File: config.mk
export PLATFORM = sky130hd
export DESIGN_NAME = weighted_lottery_arbiter
export DESIGN_NICKNAME = d
export VERILOG_FILES = /design/src/rtl/lottery_pkg.sv /design/src/rtl/lottery_lfsr.sv /design/src/rtl/weighted_lottery_arbiter.sv
export SDC_FILE = /design/constraint.sdc
export NUM_CORES = 1
export LEC_CHECK = 0
export ABC_AREA = 1
export BUFFER_PORTS_ARGS = -buffer_cell sky130_fd_sc_hd__clkbuf_2
export CORE_UTILIZATION = 66
export DETAILED_ROUTE_END_ITERATION = 8
export GPL_TIMING_DRIVEN = 0
export PLACE_DENSITY = 0.91
export SLEW_MARGIN = 10
export SYNTH_ARGS = -nofsm -noshare
export SYNTH_HDL_FRONTEND = slang
export SYNTH_HIERARCHICAL = 1
export SYNTH_SLANG_ARGS = --single-unit
export TNS_END_PERCENT = 100
File: constraint.sdc
create_clock -name in_clock -period 16 [get_ports in_clock]
set_input_delay 0.8 -clock in_clock [delete_from_list [all_inputs] [get_ports in_clock]]
set_output_delay 0.8 -clock in_clock [all_outputs]
set_load 0.02 [all_outputs]
File: src/rtl/lottery_pkg.sv
// Shared definitions for the weighted lottery arbiter.
//   - FSM state encoding
//   - requester count
//   - maximal-length Fibonacci LFSR tap table and the default LFSR width
//   - small helper to find the lowest set bit of a request vector
package lottery_pkg;

    localparam int NUM_REQ = 4;

    // Default LFSR width matches the default weight width (WIDTH=7 -> WIDTH+3).
    localparam int LFSR_W = 10;

    typedef enum logic [1:0] {
        ST_IDLE  = 2'd0,
        ST_DRAW  = 2'd1,
        ST_GRANT = 2'd2
    } state_t;

    // Tap masks for maximal-length Fibonacci LFSRs. Bit (n-1) set means
    // tap n of the polynomial participates in the feedback XOR.
    function automatic logic [31:0] lfsr_taps(input int width);
        case (width)
            4:       return 32'h0000_000C;
            5:       return 32'h0000_0014;
            6:       return 32'h0000_0030;
            7:       return 32'h0000_0060;
            8:       return 32'h0000_00B8;
            9:       return 32'h0000_0110;
            10:      return 32'h0000_0240;
            11:      return 32'h0000_0500;
            12:      return 32'h0000_0829;
            13:      return 32'h0000_100D;
            14:      return 32'h0000_2015;
            15:      return 32'h0000_6000;
            16:      return 32'h0000_D008;
            default: return 32'h0000_0000;
        endcase
    endfunction

    localparam logic [31:0] LFSR_TAPS = lfsr_taps(LFSR_W);

    function automatic logic [1:0] lowest_index(input logic [NUM_REQ-1:0] v);
        logic [1:0] idx;
        idx = '0;
        for (int i = NUM_REQ - 1; i >= 0; i--) begin
            if (v[i]) idx = 2'(i);
        end
        return idx;
    endfunction

endpackage

File: src/rtl/lottery_lfsr.sv
// Fibonacci LFSR used as the lottery random source.
// Ports:
//   in_clock   rising-edge clock
//   in_load    synchronous load of in_seed (zero seed loads 1)
//   in_seed    seed value
//   in_enable  advance one step this cycle
//   out_state  current LFSR state
module lottery_lfsr
    import lottery_pkg::*;
#(
    parameter int W = LFSR_W
) (
    input  logic         in_clock,
    input  logic         in_load,
    input  logic [W-1:0] in_seed,
    input  logic         in_enable,
    output logic [W-1:0] out_state
);

    localparam logic [31:0]  TAPS_FULL = lfsr_taps(W);
    localparam logic [W-1:0] TAPS      = TAPS_FULL[W-1:0];

    if (TAPS_FULL == 32'h0) begin : g_bad_width
        $error("lottery_lfsr: no tap table entry for this width");
    end

    logic [W-1:0] r_state;
    logic         w_feedback;

    assign w_feedback = ^(r_state & TAPS);

    always_ff @(posedge in_clock) begin
        if (in_load) begin
            // An all-zero state would lock the LFSR up.
            r_state <= (in_seed == '0) ? {{(W-1){1'b0}}, 1'b1} : in_seed;
        end else if (in_enable) begin
            r_state <= {r_state[W-2:0], w_feedback};
        end
    end

    assign out_state = r_state;

endmodule

File: src/rtl/weighted_lottery_arbiter.sv
// Four-requester weighted lottery arbiter.
// A requester is eligible when it requests with a non-zero weight. In IDLE the
// eligible weights are snapshotted; DRAW pulls LFSR values (rejection sampling
// against the weight sum) until one lands inside the sum, or falls back to the
// lowest eligible requester after MAX_RETRY rejects. GRANT holds until the
// granted requester drops its request.
//
// Optional build macro: LOTTERY_STARVE_GUARD_EN adds per-requester wait
// counters; a requester that lost STARVE_LIMIT or more draws is granted
// directly without consuming an LFSR value.
//
// Ports:
//   in_clock           rising-edge clock
//   in_reset           synchronous active-high reset (also loads in_seed)
//   in_seed            LFSR seed
//   in_request[3:0]    request per requester
//   in_weight0..3      weight per requester
//   out_grant[3:0]     one-hot grant or zero
//   out_grant_valid    grant held
//   out_grant_index    granted index, 0 when no grant
//   out_busy           FSM not in IDLE
module weighted_lottery_arbiter
    import lottery_pkg::*;
#(
    parameter int WIDTH        = 7,
    parameter int MAX_RETRY    = 4,
    parameter int STARVE_LIMIT = 8
) (
    input  logic               in_clock,
    input  logic               in_reset,
    input  logic [WIDTH+2:0]   in_seed,
    input  logic [NUM_REQ-1:0] in_request,
    input  logic [WIDTH:0]     in_weight0,
    input  logic [WIDTH:0]     in_weight1,
    input  logic [WIDTH:0]     in_weight2,
    input  logic [WIDTH:0]     in_weight3,
    output logic [NUM_REQ-1:0] out_grant,
    output logic               out_grant_valid,
    output logic [1:0]         out_grant_index,
    output logic               out_busy
);

    localparam int SUM_W   = WIDTH + 3;
    localparam int RETRY_W = $clog2(MAX_RETRY + 1);

    if (MAX_RETRY < 1 || STARVE_LIMIT < 1) begin : g_bad_params
        $error("weighted_lottery_arbiter: MAX_RETRY and STARVE_LIMIT must be >= 1");
    end

    state_t             r_state;
    logic [WIDTH:0]     r_weight [NUM_REQ];
    logic [SUM_W-1:0]   r_sum;
    logic [SUM_W-1:0]   r_mask;
    logic [NUM_REQ-1:0] r_elig;
    logic [RETRY_W-1:0] r_retry;
    logic [NUM_REQ-1:0] r_grant;
    logic               r_grant_valid;
    logic [1:0]         r_grant_index;

    logic [WIDTH:0]     w_weight_in [NUM_REQ];
    logic [NUM_REQ-1:0] w_eligible;
    logic [SUM_W-1:0]   w_sum_in;
    logic [SUM_W-1:0]   w_mask_in;
    logic [SUM_W-1:0]   w_lfsr;
    logic [SUM_W-1:0]   w_candidate;
    logic [SUM_W-1:0]   w_rem;
    logic               w_found;
    logic [1:0]         w_pick_index;
    logic               w_accept;
    logic               w_fallback;
    logic               w_force;
    logic               w_done;
    logic [1:0]         w_sel_index;
    logic               w_lfsr_en;

    assign w_weight_in[0] = in_weight0;
    assign w_weight_in[1] = in_weight1;
    assign w_weight_in[2] = in_weight2;
    assign w_weight_in[3] = in_weight3;

    // Eligibility, masked sum and the rejection-sampling mask (sum-1 with all
    // bits below its leading one filled in).
    always_comb begin
        w_eligible = '0;
        w_sum_in   = '0;
        for (int i = 0; i < NUM_REQ; i++) begin
            w_eligible[i] = in_request[i] && (w_weight_in[i] != '0);
            if (w_eligible[i]) w_sum_in = w_sum_in + SUM_W'(w_weight_in[i]);
        end
        w_mask_in = w_sum_in - SUM_W'(1);
        for (int i = 0; i < SUM_W; i++) begin
            w_mask_in = w_mask_in | (w_mask_in >> 1);
        end
    end

`ifdef LOTTERY_STARVE_GUARD_EN
    localparam int WAIT_W = $clog2(STARVE_LIMIT + 1);

    logic [WAIT_W-1:0]  r_wait [NUM_REQ];
    logic               r_starve;
    logic [1:0]         r_starve_index;
    logic [NUM_REQ-1:0] w_starved;

    always_comb begin
        w_starved = '0;
        for (int i = 0; i < NUM_REQ; i++) begin
            w_starved[i] = w_eligible[i] && (r_wait[i] >= WAIT_W'(STARVE_LIMIT));
        end
    end

    assign w_force = r_starve;
`else
    assign w_force = 1'b0;
`endif

    assign w_candidate = w_lfsr & r_mask;
    assign w_accept    = (w_candidate < r_sum);
    assign w_fallback  = (r_retry == RETRY_W'(MAX_RETRY));

    // Cumulative subtraction: first requester whose weight exceeds the
    // remainder wins. Masked-out weights are zero and can never win.
    always_comb begin
        w_rem        = w_candidate;
        w_found      = 1'b0;
        w_pick_index = '0;
        for (int i = 0; i < NUM_REQ; i++) begin
            if (!w_found) begin
                if (w_rem < SUM_W'(r_weight[i])) begin
                    w_pick_index = 2'(i);
                    w_found      = 1'b1;
                end else begin
                    w_rem = w_rem - SUM_W'(r_weight[i]);
                end
            end
        end
    end

    always_comb begin
        w_sel_index = w_pick_index;
        w_done      = w_accept;
`ifdef LOTTERY_STARVE_GUARD_EN
        if (r_starve) begin
            w_sel_index = r_starve_index;
            w_done      = 1'b1;
        end else
`endif
        if (w_fallback) begin
            w_sel_index = lowest_index(r_elig);
            w_done      = 1'b1;
        end
    end

    assign w_lfsr_en = (r_state == ST_DRAW) && !w_force;

    lottery_lfsr #(
        .W (SUM_W)
    ) u_lfsr (
        .in_clock  (in_clock),
        .in_load   (in_reset),
        .in_seed   (in_seed),
        .in_enable (w_lfsr_en),
        .out_state (w_lfsr)
    );

    always_ff @(posedge in_clock) begin
        if (in_reset) begin
            r_state       <= ST_IDLE;
            r_sum         <= '0;
            r_mask        <= '0;
            r_elig        <= '0;
            r_retry       <= '0;
            r_grant       <= '0;
            r_grant_valid <= 1'b0;
            r_grant_index <= '0;
            for (int i = 0; i < NUM_REQ; i++) r_weight[i] <= '0;
`ifdef LOTTERY_STARVE_GUARD_EN
            r_starve       <= 1'b0;
            r_starve_index <= '0;
            for (int i = 0; i < NUM_REQ; i++) r_wait[i] <= '0;
`endif
        end else begin
            case (r_state)
                ST_IDLE: begin
                    if (|w_eligible) begin
                        for (int i = 0; i < NUM_REQ; i++) begin
                            r_weight[i] <= w_eligible[i] ? w_weight_in[i] : '0;
                        end
                        r_sum   <= w_sum_in;
                        r_mask  <= w_mask_in;
                        r_elig  <= w_eligible;
                        r_retry <= '0;
`ifdef LOTTERY_STARVE_GUARD_EN
                        r_starve       <= |w_starved;
                        r_starve_index <= lowest_index(w_starved);
`endif
                        r_state <= ST_DRAW;
                    end
                end
                ST_DRAW: begin
                    if (w_done) begin
                        r_grant       <= NUM_REQ'(1) << w_sel_index;
                        r_grant_valid <= 1'b1;
                        r_grant_index <= w_sel_index;
                        r_state       <= ST_GRANT;
`ifdef LOTTERY_STARVE_GUARD_EN
                        for (int i = 0; i < NUM_REQ; i++) begin
                            if (2'(i) == w_sel_index) begin
                                r_wait[i] <= '0;
                            end else if (r_elig[i] && r_wait[i] != WAIT_W'(STARVE_LIMIT)) begin
                                r_wait[i] <= r_wait[i] + WAIT_W'(1);
                            end
                        end
`endif
                    end else begin
                        r_retry <= r_retry + RETRY_W'(1);
                    end
                end
                ST_GRANT: begin
                    if (!in_request[r_grant_index]) begin
                        r_grant       <= '0;
                        r_grant_valid <= 1'b0;
                        r_grant_index <= '0;
                        r_state       <= ST_IDLE;
                    end
                end
                default: begin
                    r_state <= ST_IDLE;
                end
            endcase
        end
    end

    assign out_grant       = r_grant;
    assign out_grant_valid = r_grant_valid;
    assign out_grant_index = r_grant_index;
    assign out_busy        = (r_state != ST_IDLE);

endmodule

Word level (Yosys, flattened, before mapping)
Memory sizes are Yosys's and may differ from the RTL's.
Cells that the tools add are included.

storage, ports and cells
  register bits = 46
  memory bits (writable) = 32
  logic and storage cells = 127
  output and inout bits = 8
  memories kept = 1

cells by class
  order comparisons = 6
  add/subtract/negate cells = 8
  bitwise logic cells = 15
  equality and inequality tests = 7
  multiplexer cells = 60
  reductions and logical operators = 20
  shifts and indexed selects = 1

memory list
  memory    depth  bits a word  read ports  clocked after memory_dff  wr ports  RTL line                        source
  r_weight  4      8            4           0                         4         weighted_lottery_arbiter.sv:51  logic [WIDTH:0] r_weight [NUM_REQ];

operator list
  operator                                                               count
  10-bit two-way mux                                                     11
  10-bit by 9-bit bitwise OR with 10-bit output                          10
  8-bit two-way mux                                                      9
  10-bit by 8-bit less-than comparator with 1-bit output                 4
  8-bit nonzero test                                                     4
  10-bit by 8-bit adder with 10-bit output                               3
  10-bit by 8-bit subtractor with 10-bit output                          3
  2-bit two-way mux                                                      14
  1-bit two-way mux                                                      16
  10-bit AND                                                             1
  10-bit zero test                                                       1
  10-bit less-than comparator                                            1
  10-bit XOR reduction                                                   1
  10-bit by 1-bit subtractor with 10-bit output (second input constant)  1
  3-bit AND reduction                                                    3
  4-bit two-way mux                                                      2
  2-bit inequality test (second input constant)                          4
  4-bit case mux with 2 select lines                                     1
  2-bit nonzero test                                                     4
  3-bit two-way mux                                                      2
  2-bit case mux with 3 select lines                                     1
  3-bit case mux with 2 select lines                                     1
  1-bit logical AND                                                      4
  1-bit bitwise OR                                                       4
  other kinds (12)                                                       12

Logic depth before layout (Yosys ltp)
Gate-level depths: netlist of the first run.

  depth in word-level cells = 20
  depth in mapped cells = 51

By module
The synthesis of the first run kept the hierarchy.

modules (own cells, without submodules)
  module                    sequential area each (um^2)  cells an instance  instances  area each (um^2)
  weighted_lottery_arbiter  1681.6                       928                1          6441.2
  lottery_lfsr              300.3                        53                 1          474.2

Worst setup path before layout of the first run
Ideal clock, no wire load.

  path type = reg-to-reg
  from = register u_lfsr.r_state[0] (netlist: u_lfsr/out_state[0])
  to = register r_grant[1] (netlist: out_grant[1])
  cell stages (with the launch flop) = 50
  setup time = 0.128 ns
  buffers on the path = 2
  path slack = 9.235 ns
  arrival = 6.637 ns
  path through = edfxtp_1 nand2_1 ha_1 fa_1 nor2_1 nor2_2 o21ai_4 nand2_4 nand2_4 buf_1 o21ai_0 a21oi_1 nor2_1 ha_1 a21oi_1 o21ai_0 a31oi_1 inv_1 (+14 left out) nand2_4 nand2_4 clkbuf_1 nand2_1 o21ai_0 ha_1 a21oi_1 nor2_1 a211oi_1 o2111ai_1 inv_2 nand2_1 nand2_1 nand2_2 nand2_2 nor2_1 nor2_1 nor2_1

on the way
  word-level cells in the longest chain between the ends = 16

ends and longest elaborated chain
  what                                                                                                                     RTL line                                                          source
  start: declaration                                                                                                       lottery_lfsr.sv:27                                                logic [W-1:0] r_state;
  start signal: assignment                                                                                                 lottery_lfsr.sv:35                                                r_state <= (in_seed == '0) ? {{(W-1){1'b0}}, 1'b1} : in_seed;
  start signal: assignment                                                                                                 lottery_lfsr.sv:37                                                r_state <= {r_state[W-2:0], w_feedback};
  10-bit AND *                                                                                                             weighted_lottery_arbiter.sv:116                                   assign w_candidate = w_lfsr & r_mask;
  10-bit by 8-bit subtractor with 10-bit output or 10-bit by 8-bit less-than comparator with 1-bit output (tied branches)  weighted_lottery_arbiter.sv:132, weighted_lottery_arbiter.sv:128
  10-bit two-way mux                                                                                                       weighted_lottery_arbiter.sv:128                                   if (w_rem < SUM_W'(r_weight[i])) begin
  10-bit by 8-bit subtractor with 10-bit output or 10-bit by 8-bit less-than comparator with 1-bit output (tied branches)  weighted_lottery_arbiter.sv:132, weighted_lottery_arbiter.sv:128
  10-bit two-way mux                                                                                                       weighted_lottery_arbiter.sv:128
  10-bit two-way mux                                                                                                       weighted_lottery_arbiter.sv:127                                   if (!w_found) begin
  10-bit by 8-bit subtractor with 10-bit output or 10-bit by 8-bit less-than comparator with 1-bit output (tied branches)  weighted_lottery_arbiter.sv:132, weighted_lottery_arbiter.sv:128
  10-bit two-way mux                                                                                                       weighted_lottery_arbiter.sv:128
  10-bit two-way mux                                                                                                       weighted_lottery_arbiter.sv:127
  10-bit by 8-bit less-than comparator with 1-bit output                                                                   weighted_lottery_arbiter.sv:128
  2-bit two-way mux                                                                                                        weighted_lottery_arbiter.sv:128
  2-bit two-way mux                                                                                                        weighted_lottery_arbiter.sv:127
  2-bit two-way mux                                                                                                        weighted_lottery_arbiter.sv:147                                   if (w_fallback) begin
  1-bit by 2-bit << shifter with 4-bit output                                                                              weighted_lottery_arbiter.sv:201                                   r_grant <= NUM_REQ'(1) << w_sel_index;
  4-bit two-way mux                                                                                                        weighted_lottery_arbiter.sv:200                                   if (w_done) begin
  4-bit case mux with 2 select lines                                                                                       weighted_lottery_arbiter.sv:182                                   case (r_state)
  end signal: assignment                                                                                                   weighted_lottery_arbiter.sv:201
  end: declaration                                                                                                         weighted_lottery_arbiter.sv:56                                    logic [NUM_REQ-1:0] r_grant;

Every way passes the cells marked *; elsewhere a longest branch is shown, timed or not. The select of a mux whose other input is x is not followed.
A chain may end at the register's enable or synchronous reset.

Worst setup path after layout of the first run
Same ends and word-level chain as after synthesis.

==> results of run 1 <==
worst max-delay path by stage:
stage,startpoint,end,slack [ns]
after floorplan,u_lfsr/out_state[0],out_grant[1],9.23
after global placement,u_lfsr/out_state[0],out_grant[0],8.06
after detailed placement,u_lfsr/out_state[0],out_grant[1],7.90
after CTS,u_lfsr/out_state[0],out_grant[1],7.88
after global routing,u_lfsr/out_state[0],out_grant[0],7.12
final,u_lfsr/out_state[0],out_grant[1],7.73
tightest hold or removal path: stages (launching register included):
cell and delay [ns]:
dfxtp_1 0.32, nand2_1 0.06, nand2_1 0.04
state kept, by name, summed over array words and instances (netlist names):
register and count:
out_grant 4, r_state 2, r_retry 3, u_lfsr/out_state 10, r_sum 10, r_elig 4
r_weight 32, r_mask 10, out_grant_index 2, out_grant_valid 1
layout make-up:
class | count | share of cell area (%)
Timing Repair Buffer | 56 | 3.89
Clock buffer | 12 | 2.34
Buffer | 12 | 0.758
Tap cell | 136 | 2.24
Inverter | 179 | 8.85
Sequential cell | 78 | 26.1
Clock inverter | 4 | 0.445
Multi-Input combinational cell | 712 | 55.4
metrics by stage:
stage	hold WS [ns]	cells	area, µm²	utilization (%)
after CTS	0.462	1189	7590	74.2
after detailed placement	0.446	1173	7380	72.2
after floorplan	0.426	981	6920	-
after global placement	0.437	1172	7360	71.9
after global routing	0.490	1189	7590	74.2
final	0.461	1189	7590	74.2
kinds of logic (layout without fill, tap and decap cells):
| family | Yosys count | after routing | share of synthesized area [%] |
|---|---|---|---|
| and+or+nand+nor | 448 | 448 | 29.0 |
| buffers and inverters | 191 | 263 | 10.5 |
| AOI/OAI and AO/OA | 157 | 157 | 13.7 |
| DFF | 78 | 78 | 28.7 |
| adders and majority gates | 72 | 72 | 13.7 |
| xor gates and xnor gates | 35 | 35 | 4.43 |
Yosys cell counts, drive strengths merged, types with 2 or more instances:
| library cell | number | area share [%] |
|---|---|---|
| a31oi | 2 | 0.18 |
| clkbuf | 7 | 0.38 |
| nor3 | 11 | 0.80 |
| nor2 | 107 | 6.3 |
| nand4 | 12 | 1.2 |
| ha | 66 | 12 |
| and2 | 2 | 0.22 |
| buf | 5 | 0.43 |
| inv | 179 | 9.7 |
| o311ai | 4 | 0.51 |
| a21boi | 2 | 0.22 |
| or2 | 11 | 1.0 |
| dfxtp | 36 | 10 |
| fa | 6 | 1.7 |
| edfxtp | 42 | 18 |
| o22ai | 11 | 1.0 |
| nand2 | 257 | 15 |
| o211ai | 3 | 0.33 |
| o21bai | 12 | 1.3 |
| a22o | 2 | 0.25 |
| a21oi | 60 | 4.3 |
| xor2 | 23 | 2.9 |
| nand3 | 39 | 3.4 |
| o21ai | 47 | 3.9 |
| xnor2 | 12 | 1.5 |
| nor4 | 8 | 0.72 |
| o2111ai | 2 | 0.25 |
| a211oi | 7 | 0.76 |
per-layer routing:
metal	up-vias	share of wire, %	global-route usage, %
li1	3327	-	-
met1	3000	42	41.6
met2	294	47	54.7
met3	54	8.1	5.01
met4	0	3.3	14.4
met5	-	0	0
==> flow_summary.ini, run 1 <==
[run_status]
status = finished, violations left
violations = DRC

[floorplan]
die_area_mm2 = 0.0109
ios = 56
chipWidth_um = 104
core_area_mm2 = 0.0102
floorplan.rows = 37
initial_core_util_pct = 67.6
die_h_um = 104

[layout]
final_cell_mix = nand2_1 (234), inv_1 (167), nor2_1 (98)
diodes = 0
nFillCells = 766
nets = 1168
multi_input_area_mm2 = 0.00421
areaGrowthSynthToFinish_pct = 9.81
drive_gt1_share_pct = 13.4
seqCellArea_mm2 = 0.00198
layout_commonest_cell = nand2_1

[sta]
setup_violations = 0
slew_viol_final = 0
fin_crit_sh_pct = 51.7
rsz0062_at_grt = false
max_freq_ghz = 0.121
fin_ws_ns = 7.73
finalHoldViolCount = 0
period_minus_slack_ns = 8.27
setup_tns_ns = 0
worst_slew_pin_slew_ns = 0.563
relSlewSlack_pct = 62.5
fin_worst_skew_ns = 0.0123

[logic_synthesis]
synth_cells = 981
ys_seq_elements = 78
synth_fp_nets = 1101
synth_cell_types = 52
ys_warn_count = 6
seq_area_frac_synth_pct = 28.7
netlist_area_mm2 = 0.00692
ys_async_sr_fraction_pct = 0
syn_area_per_cell_um2 = 7.05
synth-edff-count = 42
synth_top_flop_cell = edfxtp_1

[global_routing]
grt_pass1_vias = 6274
grtUsageTotal_pct = 32.6
grt_pass1_wl_um = 28400
antenna_found_initial = 0
grt_remaining_overflow = 0
grt_max_degree = 37

[critical_path]
cp_top_family = compound AO/OA/AOI/OAI gates
required_ns = 16.24
cp_max_fo = 10
crit_arrival_ns = 8.51
path_buf_inv = 5
reg2reg_depth = 48
critPathLaunchType = register
critPathCaptureType = register
critical_path.slowest_cell = fa_1
crit_path_frequent_cell = nand2_1
r2r_slack_ns = 7.73
cp.depth = 48
slowest_delay_ns = 0.44
rr_startpoint = u_lfsr/out_state[0]
rr_endpoint = out_grant[1]
critPathKind = register to register

[cts]
cts_hold_buf = 0
clock_path_buffers = 2
htreeDepth = 3
cts_tree = done
cts_setup_buffers = 0
numCtsBuffers = 9
clkLatencyLatePin_ns = 0.36
cts.sink_count = 78
clk_pin_slew_ns = 0.08
root_buffer = clkbuf_8
post_cts_resized = 0

[min_path]
whs_path_depth = 2
hp-start = r_mask[3]
hold_class = register to register
hold_path_end = r_mask[3]

[drt]
initialDrtViolationCount = 548
viasPerCell = 5.61
drt_wl_total_um = 17200
drtPass1Iterations = 7
drt-wirelength-per-cell_um = 14.4
drc_errors = 2
ant_nets = 0
vias = 6675

[placed_design]
hpwl_um = 13800
pre_cts_ws_ns = 7.90
gp_congestion = 0.991
io_buffers = 55

[job]
drv_cap = 0
Power of run 1 is not shown: default switching activity piles up to over one toggle a cycle in this logic, so the estimate is an artifact.
==> run 2: changes to the inputs <==
--- a/config.mk
+++ b/config.mk
@@ -5,12 +5,12 @@
 export SDC_FILE = /design/constraint.sdc
 export NUM_CORES = 1
 export LEC_CHECK = 0
-export ABC_AREA = 1
+export ABC_AREA = 0
 export BUFFER_PORTS_ARGS = -buffer_cell sky130_fd_sc_hd__clkbuf_2
-export CORE_UTILIZATION = 66
+export CORE_UTILIZATION = 56
 export DETAILED_ROUTE_END_ITERATION = 8
 export GPL_TIMING_DRIVEN = 0
-export PLACE_DENSITY = 0.91
+export PLACE_DENSITY = 0.82
 export SLEW_MARGIN = 10
 export SYNTH_ARGS = -nofsm -noshare
 export SYNTH_HDL_FRONTEND = slang
==> constraint.sdc (replaced) <==
create_clock -name in_clock -period 6.6 [get_ports in_clock]
set_input_delay 0.33 -clock in_clock [delete_from_list [all_inputs] [get_ports in_clock]]
set_output_delay 0.33 -clock in_clock [all_outputs]
set_load 0.02 [all_outputs]
==> run 2 against run 1 <==
The flow finishes with violations (setup timing). Fmax grew 1.2%. Critical endpoint is now out_grant_index[1]. Worst setup slack lost 9.3 ns. Area after synthesis grew 4.7%. Sequential cell count is the same. Utilization shrank 5.6 points. Highest routed layer unchanged. Routed wire length grew 24%. Hold slack lost 0.16 ns. Synthesized cell count shrank 13%.
==> flow_summary.ini, run 2 <==
[run_status]
status = finished, violations left
violations = setup timing

[floorplan]
initial_core_util_pct = 57.4
die_h_um = 116
core_area_mm2 = 0.0126
chipWidth_um = 116
die_area_mm2 = 0.0134
ios = 56
floorplan.rows = 41

[drt]
initialDrtViolationCount = 662
ant_nets = 0
drc_errors = 0
viasPerCell = 6.19
drt_wl_total_um = 21300
drt-wirelength-per-cell_um = 18.9
vias = 6979
drtPass1Iterations = 6

[critical_path]
crit_arrival_ns = 8.46
critPathKind = register to register
crit_path_frequent_cell = a21oi_2
critPathLaunchType = register
critical_path.slowest_cell = edfxtp_1
slowest_delay_ns = 0.49
required_ns = 6.89
critPathCaptureType = register
cp_max_fo = 6

[global_routing]
antenna_found_initial = 0
grt_pass1_vias = 6666
grtUsageTotal_pct = 32.7
grt_max_degree = 35
grt_pass1_wl_um = 33200
grt_remaining_overflow = 0

[layout]
layout_commonest_cell = nor2_1
regMostFlops = r_weight
diodes = 0
largest_register_ffs = 32
drive_gt1_share_pct = 24.6
final_area_mm2 = 0.00866
areaGrowthSynthToFinish_pct = 19.6
nets = 1070
final_cell_mix = nor2_1 (86), inv_1 (70), ha_1 (58)

[placed_design]
io_buffers = 54
gp_congestion = 0.987
dpl_cell_area_mm2 = 0.00797
hpwl_um = 16100

[sta]
rsz0062_at_grt = true
relSlewSlack_pct = 24.1
finalHoldViolCount = 0
setup_violations = 5
worst_slew_pin_slew_ns = 1.13
period_minus_slack_ns = 8.17
setup_tns_ns = -7.70
fin_ws_ns = -1.57
slew_viol_final = 0
max_freq_ghz = 0.122
fin_crit_sh_pct = 124
fin_worst_skew_ns = 0.0140

[cts]
root_buffer = clkbuf_16
clk_pin_slew_ns = 0.07
numCtsBuffers = 9
cts_hold_buf = 0
clkLatencyLatePin_ns = 0.35
cts.sink_count = 78
htreeDepth = 3
clock_path_buffers = 2
cts_tree = done

[logic_synthesis]
seq_area_frac_synth_pct = 27.4
synth-edff-count = 42
yosys.area.top_type = edfxtp_1
ys_seq_elements = 78
synth_fp_nets = 974
synth_cells = 854
syn_area_per_cell_um2 = 8.48
netlist_area_mm2 = 0.00724
synth_top_flop_cell = edfxtp_1
synth_cell_types = 86
synth_most_common_cell = nor2_1
ys_warn_count = 6
synth_top_area_share_pct = 17.4
ys_top_cells_by_area = edfxtp_1 (17%), ha_1 (11%), dfxtp_1 (10%)
ys_async_sr_fraction_pct = 0
yosys-top-cells-count = nor2_1 (90), inv_1 (73), ha_1 (66)

[min_path]
hold_class = primary input to register

[job]
drv_cap = 0
-- run 2: worst paths after layout --
path | from | slack (ns) | to | cells after the start
worst max-delay path | u_lfsr/out_state[0] | -1.57 | out_grant_index[1] | 40
worst min-delay path | in_seed[0] | 0.30 | u_lfsr/out_state[0] | 3
worst max register to register | u_lfsr/out_state[0] | -1.57 | out_grant_index[1] | 40
worst min register to register | out_grant[0] | 0.45 | out_grant[0] | 2
-- run 2: kinds of logic after synthesis --
kind of cell,synth area share (%)
adder cells (fa/ha/maj),13.1
XOR/XNOR,4.22
AO/OA/AOI/OAI,23.8
flip-flops,27.4
AND/OR/NAND/NOR,21.1
multiplexers,4.77
buffers and inverters,5.70
-- run 2: timing repair --
action,4_1_cts,5_1_grt
gates cloned,1,0
setup endpoints to repair,6,15
resized for setup,27,12
buffers inserted,25,7
pin swaps,19,3
-- run 2: metrics by stage --
step / util (%) / instances / hold slack, ns / setup slack [ns]
after floorplan: - / 854 / 0.417 / -1.15
after global placement: 63.2 / 1080 / 0.439 / -2.36
after detailed placement: 63.2 / 1080 / 0.448 / -2.50
after CTS: 67.9 / 1122 / 0.298 / -1.33
after global routing: 68.6 / 1127 / 0.298 / -1.93
final: 68.6 / 1127 / 0.298 / -1.57
-- run 2: worst max-delay path: cells and delay by family (launching register included) --
kind / cells / cell delay [ns]
muxes: 1 / 0.33
AOI/OAI and AO/OA: 18 / 3.59
adders and majority gates: 5 / 1.11
and+or+nand+nor: 12 / 1.99
DFF: 1 / 0.49
buffers and inverters: 4 / 0.57
-- run 2: layer usage --
metal	part of all wire (%)	routed length [µm]	global-route usage, %
met4	5.2	1110	18.0
met2	47	9930	54.1
met3	5.9	1270	4.39
met1	42	9040	41.4
met5	0	0	0
-- run 2: layout make-up --
| type | instances | area, µm² |
|---|---|---|
| Sequential cell | 78 | 1980 |
| Tap cell | 172 | 215 |
| Multi-Input combinational cell | 675 | 5230 |
| Timing Repair Buffer | 85 | 503 |
| Buffer | 28 | 169 |
| Clock buffer | 9 | 225 |
| Clock inverter | 7 | 58.8 |
| Inverter | 73 | 274 |
| Fill cell | 1019 | 3960 |
Power of run 2 is left out for the same reason.
